File: config.mk
export PLATFORM = sky130hd
export DESIGN_NAME = cs_cmd_rx
export DESIGN_NICKNAME = d
export VERILOG_FILES = /design/src/rtl/cs_cmd_rx_pkg.sv /design/src/rtl/cs_cmd_rx_sync_edge.sv /design/src/rtl/cs_cmd_rx.sv
export SDC_FILE = /design/constraint.sdc
export NUM_CORES = 1
export LEC_CHECK = 0
export ABC_AREA = 1
export CAP_MARGIN = 20
export CORE_UTILIZATION = 50
export CTS_BUF_LIST = sky130_fd_sc_hd__clkbuf_8
export CTS_CLUSTER_DIAMETER = 200
export DETAILED_ROUTE_END_ITERATION = 10
export PLACE_DENSITY = 0.71
export SYNTH_ARGS = -nofsm -noshare
export SYNTH_HDL_FRONTEND = slang
export SYNTH_SLANG_ARGS = --single-unit
File: constraint.sdc
create_clock -name clk -period 2.9 [get_ports clk]
set_clock_uncertainty 0.1 [all_clocks]
set_input_delay 0.87 -clock clk [delete_from_list [all_inputs] [get_ports clk]]
set_output_delay 0.87 -clock clk [all_outputs]
set_load 0.1 [all_outputs]
File: src/rtl/cs_cmd_rx_pkg.sv
// cs_cmd_rx_pkg: shared definitions for the serial chip-select receiver.
//   - FSM state encoding for the CS_READY strobe sequencer
//   - well-known chip-select codes
//   - default parameter values for cs_cmd_rx
package cs_cmd_rx_pkg;

   typedef enum logic [1:0] {
      ST_IDLE  = 2'd0,
      ST_SETUP = 2'd1,
      ST_HIGH  = 2'd2,
      ST_HOLD  = 2'd3
   } cs_state_e;

   localparam logic [4:0] CS_NONE    = 5'h00;
   localparam logic [4:0] CS_FLASH   = 5'h1d;
   localparam logic [4:0] CS_MAX3421 = 5'h1e;

   localparam int DEF_CS_IN_WIDTH       = 5;
   localparam int DEF_READY_HIGH_CYCLES = 4;
   localparam int DEF_HOLD_CYCLES       = 4;
   localparam int DEF_TIMEOUT_CYCLES    = 10000;
   localparam int DEF_ERR_CNT_WIDTH     = 8;

endpackage

File: src/rtl/cs_cmd_rx_sync_edge.sv
// sync_edge: two-flop synchronizer plus a history flop for rising-edge detect.
//   clk      in  system clock
//   reset    in  synchronous active-high reset
//   async_in in  asynchronous pin
//   sync_out out synchronized level (second stage)
//   rise     out high for one cycle when the synchronized level goes 0->1
module sync_edge (
   input  logic clk,
   input  logic reset,
   input  logic async_in,
   output logic sync_out,
   output logic rise
);

   logic s1_q, s1_d;
   logic s2_q, s2_d;
   logic hist_q, hist_d;

   always_comb begin
      s1_d   = async_in;
      s2_d   = s1_q;
      hist_d = s2_q;
   end

   always_ff @(posedge clk) begin
      if (reset) begin
         s1_q   <= 1'b0;
         s2_q   <= 1'b0;
         hist_q <= 1'b0;
      end else begin
         s1_q   <= s1_d;
         s2_q   <= s2_d;
         hist_q <= hist_d;
      end
   end

   assign sync_out = s2_q;
   assign rise     = s2_q & ~hist_q;

endmodule

File: src/rtl/cs_cmd_rx.sv
// cs_cmd_rx: serial chip-select command receiver.
// Synchronizes the MCU's sclk/sdi/latch pins, deserializes a CS_IN_WIDTH-bit
// code (MSB first), frames it on the latch rise and hands it to the decoder as
// a registered cs value followed by a stretched CS_READY strobe.
//   clk, reset        system clock, synchronous active-high reset
//   cs_sclk/sdi/latch async serial pins from the MCU
//   cs                registered select code (changes only on IDLE->SETUP)
//   CS_READY          strobe, high READY_HIGH_CYCLES, rises 1 cycle after cs
//   busy              sequencer active or a frame waiting
//   frame_err         1-cycle pulse: bad bit count, timeout or overrun
//   err_cnt           saturating count of frame_err pulses
module cs_cmd_rx
   import cs_cmd_rx_pkg::*;
#(
   parameter int CS_IN_WIDTH       = DEF_CS_IN_WIDTH,
   parameter int READY_HIGH_CYCLES = DEF_READY_HIGH_CYCLES,
   parameter int HOLD_CYCLES       = DEF_HOLD_CYCLES,
   parameter int TIMEOUT_CYCLES    = DEF_TIMEOUT_CYCLES,
   parameter int ERR_CNT_WIDTH     = DEF_ERR_CNT_WIDTH
) (
   input  logic                     clk,
   input  logic                     reset,
   input  logic                     cs_sclk,
   input  logic                     cs_sdi,
   input  logic                     cs_latch,
   output logic [CS_IN_WIDTH-1:0]   cs,
   output logic                     CS_READY,
   output logic                     busy,
   output logic                     frame_err,
   output logic [ERR_CNT_WIDTH-1:0] err_cnt
);

   localparam int BCW  = $clog2(CS_IN_WIDTH + 2);
   localparam int TCW  = $clog2(TIMEOUT_CYCLES + 1);
   localparam int FMAX = (READY_HIGH_CYCLES > HOLD_CYCLES) ? READY_HIGH_CYCLES : HOLD_CYCLES;
   localparam int FCW  = $clog2(FMAX + 1);

   // synchronized pins
   logic sclk_s, sclk_rise, sdi_s, sdi_rise, latch_s, latch_rise;
   logic unused_sync;

   sync_edge u_sync_sclk  (.clk(clk), .reset(reset), .async_in(cs_sclk),  .sync_out(sclk_s),  .rise(sclk_rise));
   sync_edge u_sync_sdi   (.clk(clk), .reset(reset), .async_in(cs_sdi),   .sync_out(sdi_s),   .rise(sdi_rise));
   sync_edge u_sync_latch (.clk(clk), .reset(reset), .async_in(cs_latch), .sync_out(latch_s), .rise(latch_rise));

   assign unused_sync = sclk_s ^ sdi_rise ^ latch_s;

   // deserializer / framer state
   logic [CS_IN_WIDTH-1:0]   sr_q, sr_d;
   logic [BCW-1:0]           bit_cnt_q, bit_cnt_d;
   logic                     tmo_act_q, tmo_act_d;
   logic [TCW-1:0]           tmo_cnt_q, tmo_cnt_d;
   logic                     pending_q, pending_d;
   logic [CS_IN_WIDTH-1:0]   pending_code_q, pending_code_d;
   logic                     ferr_q, ferr_d;
   logic [ERR_CNT_WIDTH-1:0] err_cnt_q, err_cnt_d;

   // strobe sequencer state
   cs_state_e                state_q, state_d;
   logic [FCW-1:0]           fsm_cnt_q, fsm_cnt_d;
   logic [CS_IN_WIDTH-1:0]   cs_q, cs_d;
   logic                     ready_q, ready_d;

   logic                     consume;

   assign consume = (state_q == ST_IDLE) && pending_q;

   // framer: shift, count, timeout, latch commit
   always_comb begin
      sr_d           = sr_q;
      bit_cnt_d      = bit_cnt_q;
      tmo_act_d      = tmo_act_q;
      tmo_cnt_d      = tmo_cnt_q;
      pending_d      = pending_q;
      pending_code_d = pending_code_q;
      ferr_d         = 1'b0;
      err_cnt_d      = err_cnt_q;

      if (consume)
         pending_d = 1'b0;

      if (tmo_act_q)
         tmo_cnt_d = tmo_cnt_q + 1'b1;

      if (sclk_rise) begin
         sr_d      = {sr_q[CS_IN_WIDTH-2:0], sdi_s};
         tmo_act_d = 1'b1;
         if (bit_cnt_q != BCW'(CS_IN_WIDTH + 1))
            bit_cnt_d = bit_cnt_q + 1'b1;
      end

      // Latch uses the post-shift count and beats a same-cycle timeout.
      if (latch_rise) begin
         if (bit_cnt_d == BCW'(CS_IN_WIDTH)) begin
            pending_code_d = sr_d;
            pending_d      = 1'b1;
            // overrun only if the old frame is not leaving this very cycle
            if (pending_q && !consume)
               ferr_d = 1'b1;
         end else begin
            ferr_d = 1'b1;
         end
         bit_cnt_d = '0;
         tmo_act_d = 1'b0;
         tmo_cnt_d = '0;
      end else if (tmo_act_q && (tmo_cnt_q == TCW'(TIMEOUT_CYCLES - 1))) begin
         sr_d      = '0;
         bit_cnt_d = '0;
         tmo_act_d = 1'b0;
         tmo_cnt_d = '0;
         ferr_d    = 1'b1;
      end

      if (ferr_d && (err_cnt_q != {ERR_CNT_WIDTH{1'b1}}))
         err_cnt_d = err_cnt_q + 1'b1;
   end

   // sequencer: cs load, setup cycle, stretched strobe, hold
   always_comb begin
      state_d   = state_q;
      fsm_cnt_d = fsm_cnt_q;
      cs_d      = cs_q;
      ready_d   = ready_q;
      case (state_q)
         ST_IDLE: begin
            if (pending_q) begin
               cs_d    = pending_code_q;
               state_d = ST_SETUP;
            end
         end
         ST_SETUP: begin
            ready_d   = 1'b1;
            fsm_cnt_d = '0;
            state_d   = ST_HIGH;
         end
         ST_HIGH: begin
            if (fsm_cnt_q == FCW'(READY_HIGH_CYCLES - 1)) begin
               ready_d   = 1'b0;
               fsm_cnt_d = '0;
               state_d   = ST_HOLD;
            end else begin
               fsm_cnt_d = fsm_cnt_q + 1'b1;
            end
         end
         ST_HOLD: begin
            if (fsm_cnt_q == FCW'(HOLD_CYCLES - 1)) begin
               fsm_cnt_d = '0;
               state_d   = ST_IDLE;
            end else begin
               fsm_cnt_d = fsm_cnt_q + 1'b1;
            end
         end
         default: begin
            ready_d = 1'b0;
            state_d = ST_IDLE;
         end
      endcase
   end

   always_ff @(posedge clk) begin
      if (reset) begin
         sr_q           <= '0;
         bit_cnt_q      <= '0;
         tmo_act_q      <= 1'b0;
         tmo_cnt_q      <= '0;
         pending_q      <= 1'b0;
         pending_code_q <= '0;
         ferr_q         <= 1'b0;
         err_cnt_q      <= '0;
         state_q        <= ST_IDLE;
         fsm_cnt_q      <= '0;
         cs_q           <= '0;
         ready_q        <= 1'b0;
      end else begin
         sr_q           <= sr_d;
         bit_cnt_q      <= bit_cnt_d;
         tmo_act_q      <= tmo_act_d;
         tmo_cnt_q      <= tmo_cnt_d;
         pending_q      <= pending_d;
         pending_code_q <= pending_code_d;
         ferr_q         <= ferr_d;
         err_cnt_q      <= err_cnt_d;
         state_q        <= state_d;
         fsm_cnt_q      <= fsm_cnt_d;
         cs_q           <= cs_d;
         ready_q        <= ready_d;
      end
   end

   assign cs        = cs_q;
   assign CS_READY  = ready_q;
   assign busy      = (state_q != ST_IDLE) || pending_q;
   assign frame_err = ferr_q;
   assign err_cnt   = err_cnt_q;

endmodule
# After elaboration in Yosys (flattened, before gate mapping)
# Cells that the tools add are included.
# totals
regBits,57
latch_bits,0
ramBits,0
romBits,0
in_bits,5
output_inout_bits,16
wordCells,75
memories,0
# classes
addsub,4
n_mul,0
div_mod_pow,0
order_cmp,0
eq_ne,11
shifts,0
muxes,20
n_bitwise,4
n_reduce_logical,16
# ops
cell,count
2-to-1 mux 5 bit,3
adder 14 x 1 -> 14 bit (second input constant),1
equality test 14 bit (second input constant),1
2-to-1 mux 3 bit,3
adder 8 x 1 -> 8 bit (second input constant),1
2-to-1 mux 1 bit,8
!= test 8 bit (second input constant),1
case mux 2 bit (4 select lines),1
adder 3 x 1 -> 3 bit (second input constant),2
2-to-1 mux 2 bit,3
!= test 2 bit (second input constant),3
case mux 3 bit (2 select lines),1
AND reduction 2 bit,3
nonzero test 2 bit,3
equality test 2 bit (second input constant),2
logical AND 1 bit,4
equality test 3 x 2 -> 1 bit (second input constant),1
equality test 3 bit (second input constant),1
!= test 3 bit (second input constant),1
AND reduction 3 bit,1
OR reduction 3 bit,1
AND 1 bit,2
equality test 2 x 1 -> 1 bit (second input constant),1
logical NOT 2 bit,1
other kinds (5),6

# Logic depth before layout (Yosys ltp)
# Gate-level depths: netlist (run 1).
# logic_depth
word_depth,8
mapped_depth,11
depth_no_buf,11

# Hierarchy
# A second synthesis (run 1) with hierarchy kept.
# hier_totals
hier_cells,328
area_unflattened_um2,2570.0
# by_module_without_submodules
module,n_inst,cells_per_inst,area_per_inst_um2,seq_area_each_um2
cs_cmd_rx,1,298,2311.0,980.9
sync_edge,3,10,86.3,60.1

# Worst setup path after synthesis (run 1)
# No wires, ideal clock.
# synth_path
path_kind,register to register
from,reg err_cnt_q[1] (netlist: err_cnt[1])
to,reg err_cnt_q[5] (netlist: err_cnt[5])
setup_ns,0.070
t_arrival_ns,2.235
required_time_ns,2.730
slack_ns,0.495
path_stages_with_launch,8
path_buffers,0
synth_period_minus_slack_ns,2.405
path_cell_list,dfxtp_1 > ha_1 > nand2_1 > nor2_1 > nand3_1 > nand3_4 > nand2_1 > a21oi_1
# synth_between
elab_chain_len,2
word_cells_on_any_way,3
classes_between,add/sub (1); eq/ne (1); reduce/logical (1)
# synth_rtl
element,line,source
start: declaration,cs_cmd_rx.sv:56,"logic [ERR_CNT_WIDTH-1:0] err_cnt_q, err_cnt_d;"
start signal: assignment,cs_cmd_rx.sv:182,err_cnt_q <= err_cnt_d;
"parallel branches: the longest is 2 deep, another holds adder 8 x 1 -> 8 bit",--,
# Several ways; the timed one is not identified.
# A chain may end at the register's enable or synchronous reset.

# Final worst setup path (run 1)
# layout_path
from,reg state_q[0]
to,out busy
# layout_between
elab_chain_len,2
# layout_rtl
element,line,source
start: declaration,cs_cmd_rx.sv:59,"cs_state_e state_q, state_d;"
start signal: assignment,cs_cmd_rx.sv:183,state_q <= state_d;
nonzero test 2 bit,cs_cmd_rx.sv:192,assign busy = (state_q != ST_IDLE) || pending_q;
logical OR 1 bit,cs_cmd_rx.sv:192,
end: declaration,cs_cmd_rx.sv:28,"output logic busy,"
# Every way passes these cells.

==> out/metrics.cfg, run 1 <==
[logic_synthesis]
synth_area_leader_cell = dfxtp_1
ys_async_sr_fraction_pct = 0
ys_ff_latch = 57
syn_avg_cell_area_um2 = 7.95
synth_fp_nets = 327
synth_edf_count = 0
synth_top_area_share_pct = 45.9
synth_flop_cell = dfxtp_1
netlist_area_um2 = 2490
synth.most_common_cell = dfxtp_1
synth.area.top_cells = dfxtp_1 (46%), nor2_1 (6.5%), nand2_1 (6.2%), inv_1 (6.0%), a21oi_1 (5.6%)
synth_common_cells = dfxtp_1 (57), nor2_1 (43), nand2_1 (41)
synth-seq-area-share_pct = 45.9
synth_cell_types = 33
netlist_instances = 313
yosysWarnings = 0

[timing]
worst_pin_slew_ps = 528
min_period_ps = 2440
fmax_mhz = 410
finalHoldViolations = 0
whs_ps = 298
fin_setup_tns_ps = 0
slew_headroom_pct = 64.4
period_share_pct = 84.1
setup_viol = 0
drv_slew = 0
rsz0062_at_grt = no

[power]
vdd_drop_max_v = 0.000765
power_leakage_nw = 1.20
power_frac_seq_pct = 46.0
p_switching_mw = 0.549
powerDensity_nw_per_um2 = 626
swShare_pct = 30.3
clockPowerShare_pct = 35.6
combPwrFrac_pct = 18.4
internal-power_mw = 1.26

[critical_path]
cp_data_arrival_time_ps = 1470
regToRegStartpoint = tmo_cnt_q[1]$_SDFFE_PP0P_
cp-start-kind = flop
startpoint = state_q[0]$_SDFFE_PP0P_
cp_cell_sequence = inv_1 -> ha_1 -> nand2_1 -> buf_12
cp_slowest_cell = dfxtp_1
endpoint = busy
worstSetupPathType = flop to output pin
cp_max_fo = 8
crit_required_ps = 1930
reg2reg_depth = 6
r2r_end = sr_q[4]$_SDFF_PP0_
cp-end-kind = output pin
critPathMaxStageDelay_ps = 370
r2r_slack_ps = 1070

[grt]
grt_use_total_pct = 19.4
grt-ovfl-total = 0
grt_max_degree = 24
grt_pass1_vias = 1891
grt_pass1_wl_mm = 7.83
antenna_found_initial = 0

[floorplan]
start_util_pct = 52.3
ios = 21
dieArea_um2 = 5260
rows = 25
die_h_um = 72.5
fp.dieW_um = 72.5
coreArea_um2 = 4750

[drt]
vias = 2016
routedWlPerCell_um = 10.8
route.detailed.drc = 0
drt_iter0_drc = 86
via_per_inst = 4.89
detail-route-antenna-nets = 0
drt-total-wl_mm = 4.46
dr.pass1.iters = 4

[place]
gp_congestion = 0.821
place_area_um2 = 2720
place_inst = 396
place_hpwl_mm = 3.17
io_buffer_count = 20

[clock_tree]
clock_latency_ps = 330
cts_buffers = 9
cts-root-buf = clkbuf_8
htreeDepth = 3
ctsHoldBuffers = 0
cts_max_path_buffers = 2
clkSinkCount = 57
cts_resized = 0
clk_pin_slew_worst_paths_ps = 60
cts_tree = yes
postCtsSetupRepairBufs = 0

[cells_and_area]
finalNetCount = 354
drive_gt1_share_pct = 14.8
area_growth_pct = 16.4
finalNonFillerCells = 412
n_antenna_cell = 0
fillers = 458
final_area_um2 = 2900

[flow_run]
drv_cap = 0

[worst_hold_path]
hold_class = flop to flop

[status]
status = finished clean

-- cell families after synthesis --
group	after synthesis	synth area share, %
compound gates	48	9.91
xor+xnor	12	4.23
fa+ha+maj	9	4.53
buf+inv	48	7.95
flops	57	45.9
mux	1	0.402
simple gates	138	27.1
-- state kept, by name, summed over array words and instances, names as in the netlist, 2 cells and up --
name and flops:
bit_cnt_q 3, cs 5, err_cnt 8, fsm_cnt_q 3
pending_code_q 5, sr_q 5, state_q 2, tmo_cnt_q 14
-- layout make-up --
type / count / area, um2 / share of cell area, %
Timing Repair Buffer: 23 / 195 / 6.74
Sequential cell: 57 / 1140 / 39.4
Inverter: 41 / 154 / 5.31
Clock buffer: 11 / 151 / 5.23
Multi-Input combinational cell: 208 / 1150 / 39.7
Clock inverter: 5 / 22.5 / 0.778
Tap cell: 67 / 83.8 / 2.89
-- power by group through the flow --
stage               registers, mW  clock network (mW)  logic [mW]
floorplan                   0.887                   0       0.201
global placement            0.849                   0       0.328
detailed placement          0.850                   0       0.332
CTS                         0.834               0.656       0.335
global route                0.837               0.687       0.366
finish                      0.833               0.645       0.334
-- worst min path at each step --
| stage | startpoint | slack, ps | cells after the start | endpoint |
|---|---|---|---|---|
| 2_1_floorplan | u_sync_latch.s1_q$_SDFF_PP0_ | 290 | 2 | u_sync_latch.sync_out$_SDFF_PP0_ |
| 3_3_place_gp | u_sync_latch.s1_q$_SDFF_PP0_ | 290 | 2 | u_sync_latch.sync_out$_SDFF_PP0_ |
| 3_5_place_dp | u_sync_latch.s1_q$_SDFF_PP0_ | 290 | 2 | u_sync_latch.sync_out$_SDFF_PP0_ |
| 4_1_cts | u_sync_latch.s1_q$_SDFF_PP0_ | 300 | 2 | u_sync_latch.sync_out$_SDFF_PP0_ |
| 5_1_grt | u_sync_sclk.s1_q$_SDFF_PP0_ | 320 | 2 | u_sync_sclk.sync_out$_SDFF_PP0_ |
| 6_report | u_sync_latch.s1_q$_SDFF_PP0_ | 300 | 2 | u_sync_latch.sync_out$_SDFF_PP0_ |
-- placed cells by master (no fill, tap or decap), drive strengths merged, types with 2 or more instances in the layout --
cell           netlist  routed
buf                  5      19
a21oi               28      28
clkbuf               2      11
clkinv               0       3
nor3b                2       2
or2                  7       7
nand3               17      17
xor2                11      11
nand4               11      11
nor3                 7       7
nor2                47      47
clkdlybuf4s50        0       4
inv                 41      43
ha                   9       9
nand2               46      46
dfxtp               57      57
o21ai               17      17
-- per-stage QoR --
step	total power, mW	util, %	setup slack [ps]
2_1_floorplan	1.09	-	495
3_3_place_gp	1.18	57.3	669
3_5_place_dp	1.18	57.3	674
4_1_cts	1.83	60.9	443
5_1_grt	1.89	60.9	346
6_report	1.81	60.9	462
-- critical path: cells and delay by family, from the launching register on --
kind	cells	cell delay (ps)
flip-flops	1	370
adder cells (fa/ha/maj)	1	300
buffers and inverters	2	290
AND/OR/NAND/NOR	1	180
-- metal layers --
metal / vias up / part of all wire, % / track usage [%]
met2: 17 / 46 / 31.5
met4: 0 / 2.5 / 11.8
met3: 11 / 2.2 / 3.75
li1: 1068 / - / -
met5: - / 0 / 0
met1: 920 / 49 / 23.7
No activity file was read; power rests on OpenSTA's default activity.
==> run 2, diff against run 1 <==
==> constraint.sdc (replaced) <==
create_clock -name clk -period 2.4 [get_ports clk]
set_clock_uncertainty 0.1 [all_clocks]
set_input_delay 0.72 -clock clk [delete_from_list [all_inputs] [get_ports clk]]
set_output_delay 0.72 -clock clk [all_outputs]
set_load 0.1 [all_outputs]
==> out/metrics.cfg, run 2 (same netlist as run 1, synthesis figures left out) <==
[status]
status = finished clean  ; unchanged

[floorplan]
ios = 21  ; unchanged
rows = 25  ; unchanged
coreArea_um2 = 4750  ; unchanged
dieArea_um2 = 5260  ; unchanged
die_h_um = 72.5  ; unchanged
start_util_pct = 52.3  ; unchanged
fp.dieW_um = 72.5  ; unchanged

[timing]
fmax_mhz = 439
fin_setup_tns_ps = 0  ; unchanged
finalHoldViolations = 0  ; unchanged
whs_ps = 310  ; was 298 ps
period_share_pct = 95.0
min_period_ps = 2280
slew_headroom_pct = 64.6  ; was 64.4%
setup_viol = 0  ; unchanged
rsz0062_at_grt = no  ; unchanged
worst_pin_slew_ps = 526  ; was 528 ps
drv_slew = 0  ; unchanged

[cells_and_area]
finalNetCount = 354  ; unchanged
final_area_um2 = 2980  ; was 2900 um2
n_antenna_cell = 0  ; unchanged
largest_reg_flops = 14  ; unchanged
finalNonFillerCells = 412  ; unchanged
fillers = 424  ; was 458
area_growth_pct = 19.9  ; was 16.4%
layout_common_cells = dfxtp_1 (56), nor2_1 (43), inv_1 (42)  ; was dfxtp_1 (57), nor2_1 (43), inv_1 (42)
drive_gt1_share_pct = 15.1  ; was 14.8%
final_common_cell = dfxtp_1  ; unchanged
final_util_pct = 62.7  ; was 60.9%
regMostFlops = tmo_cnt_q  ; unchanged

[drt]
wl_met2_mm = 2.24  ; was 2.04 mm
met1_length_mm = 2.12  ; was 2.21 mm
route.detailed.drc = 0  ; unchanged
via_per_inst = 4.95  ; was 4.89
drt-total-wl_mm = 4.63  ; was 4.46 mm
routedWlPerCell_um = 11.2  ; was 10.8 um
routed.top_layer = met4  ; unchanged
vias = 2040  ; was 2,016
detail-route-antenna-nets = 0  ; unchanged
wl_met3_um = 163  ; was 100 um
dr.pass1.iters = 4  ; unchanged
drt_iter0_drc = 79  ; was 86

[clock_tree]
cts-root-buf = clkbuf_8  ; unchanged
postCtsSetupRepairBufs = 0  ; unchanged
cts_resized = 0  ; unchanged
clk_pin_slew_worst_paths_ps = 70  ; was 60 ps
ctsHoldBuffers = 0  ; unchanged
htreeDepth = 3  ; unchanged
clkSinkCount = 57  ; unchanged
cts_tree = yes  ; unchanged
cts_buffers = 9  ; unchanged
clock_latency_ps = 330  ; about the same
cts_max_path_buffers = 2  ; unchanged

[critical_path]
cp_data_arrival_time_ps = 1460  ; was 1470 ps
cp-start-kind = flop  ; unchanged
cp-end-kind = output pin  ; unchanged
cp_max_fo = 8  ; unchanged
crit_required_ps = 1580  ; was 1930 ps
worstSetupPathType = flop to output pin  ; unchanged

[place]
gp_congestion = 0.831  ; was 0.821
place_hpwl_mm = 3.19  ; was 3.17 mm
io_buffer_count = 20  ; unchanged
place_inst = 396  ; unchanged
place_area_um2 = 2770  ; was 2720 um2

[flow_run]
drv_cap = 0  ; unchanged

[grt]
grt-ovfl-total = 0  ; unchanged
grt_max_degree = 24  ; unchanged
grt_use_total_pct = 20.1  ; was 19.4%
antenna_found_initial = 0  ; unchanged
grt_pass1_vias = 1915  ; was 1,891
grt_pass1_wl_mm = 8.05  ; was 7.83 mm

[power]
clockPowerShare_pct = 39.4  ; was 35.6%
power_frac_seq_pct = 43.4  ; was 46.0%
swShare_pct = 28.3  ; was 30.3%
powerDensity_nw_per_um2 = 778  ; was 626 nW/um2
internal-power_mw = 1.66  ; was 1.26 mW
power_leakage_nw = 1.23  ; was 1.20 nW
p_switching_mw = 0.656  ; was 0.549 mW
vdd_drop_max_v = 0.00118  ; was 0.000765 V
combPwrFrac_pct = 17.2  ; was 18.4%

[worst_hold_path]
hold_class = flop to flop  ; unchanged

-- run 2: cell types whose count changed in the layout (fill, tap and decap cells not counted), sizes merged --
cell / change
clkinv: -2
bufinv: +1
clkbuf: +1
-- run 2: metrics by stage --
stage          setup slack, ps  power, mW
3_3_place_gp               301       1.42
3_5_place_dp               283       1.43
4_1_cts                    114       2.34
6_report                   121       2.32
2_1_floorplan             6.75       1.31
5_1_grt                   2.85       2.43
-- run 2: area by class of cell --
class	count	area, um2	area share, %
flip-flops and latches	57	1140	38.3
well taps	67	83.8	2.81
clock inverters	4	42.5	1.43
repair buffers	23	245	8.22
multi-input cells	208	1150	38.5
clock buffers	12	165	5.54
inverters	41	154	5.16
-- run 2: routing by layer --
metal | global-route usage, % | vias to the layer above
met2 | 33.0 | 32
met1 | 24.6 | 937
met5 | 0 | -
li1 | - | 1062
met4 | 11.3 | 0
met3 | 4.03 | 9
-- run 2: worst paths after layout --
kind,from,end,slack (ps),depth (start not counted)
max,state_q[0]$_SDFFE_PP0P_,busy,120,4
min,u_sync_latch.s1_q$_SDFF_PP0_,u_sync_latch.sync_out$_SDFF_PP0_,310,2
max reg2reg,err_cnt[0]$_SDFFE_PP0P_,err_cnt[0]$_SDFFE_PP0P_,560,8
min reg2reg,u_sync_latch.s1_q$_SDFF_PP0_,u_sync_latch.sync_out$_SDFF_PP0_,310,2
-- run 2: critical path: stages (launching register included) --
cell,delay (ps)
dfxtp_1,330
inv_1,110
ha_1,330
nand2_1,160
buf_12,190
-- run 2: power by group through the flow --
| stage | combinational (mW) | sequential [mW] | clock [mW] |
|---|---|---|---|
| floorplan | 0.243 | 1.07 | 0 |
| global placement | 0.394 | 1.03 | 0 |
| detailed placement | 0.399 | 1.03 | 0 |
| CTS | 0.401 | 1.01 | 0.933 |
| global route | 0.439 | 1.01 | 0.977 |
| finish | 0.400 | 1.01 | 0.913 |
==> run 3, diff against run 2 <==
--- a/config.mk
+++ b/config.mk
@@ -9,7 +9,7 @@
 export CAP_MARGIN = 20
 export CORE_UTILIZATION = 50
 export CTS_BUF_LIST = sky130_fd_sc_hd__clkbuf_8
-export CTS_CLUSTER_DIAMETER = 200
+export CTS_CLUSTER_DIAMETER = 120
 export DETAILED_ROUTE_END_ITERATION = 10
 export PLACE_DENSITY = 0.71
 export SYNTH_ARGS = -nofsm -noshare
==> results of run 3 <==
Same layout as run 2: the final DEF is identical, and so are final timing and power.
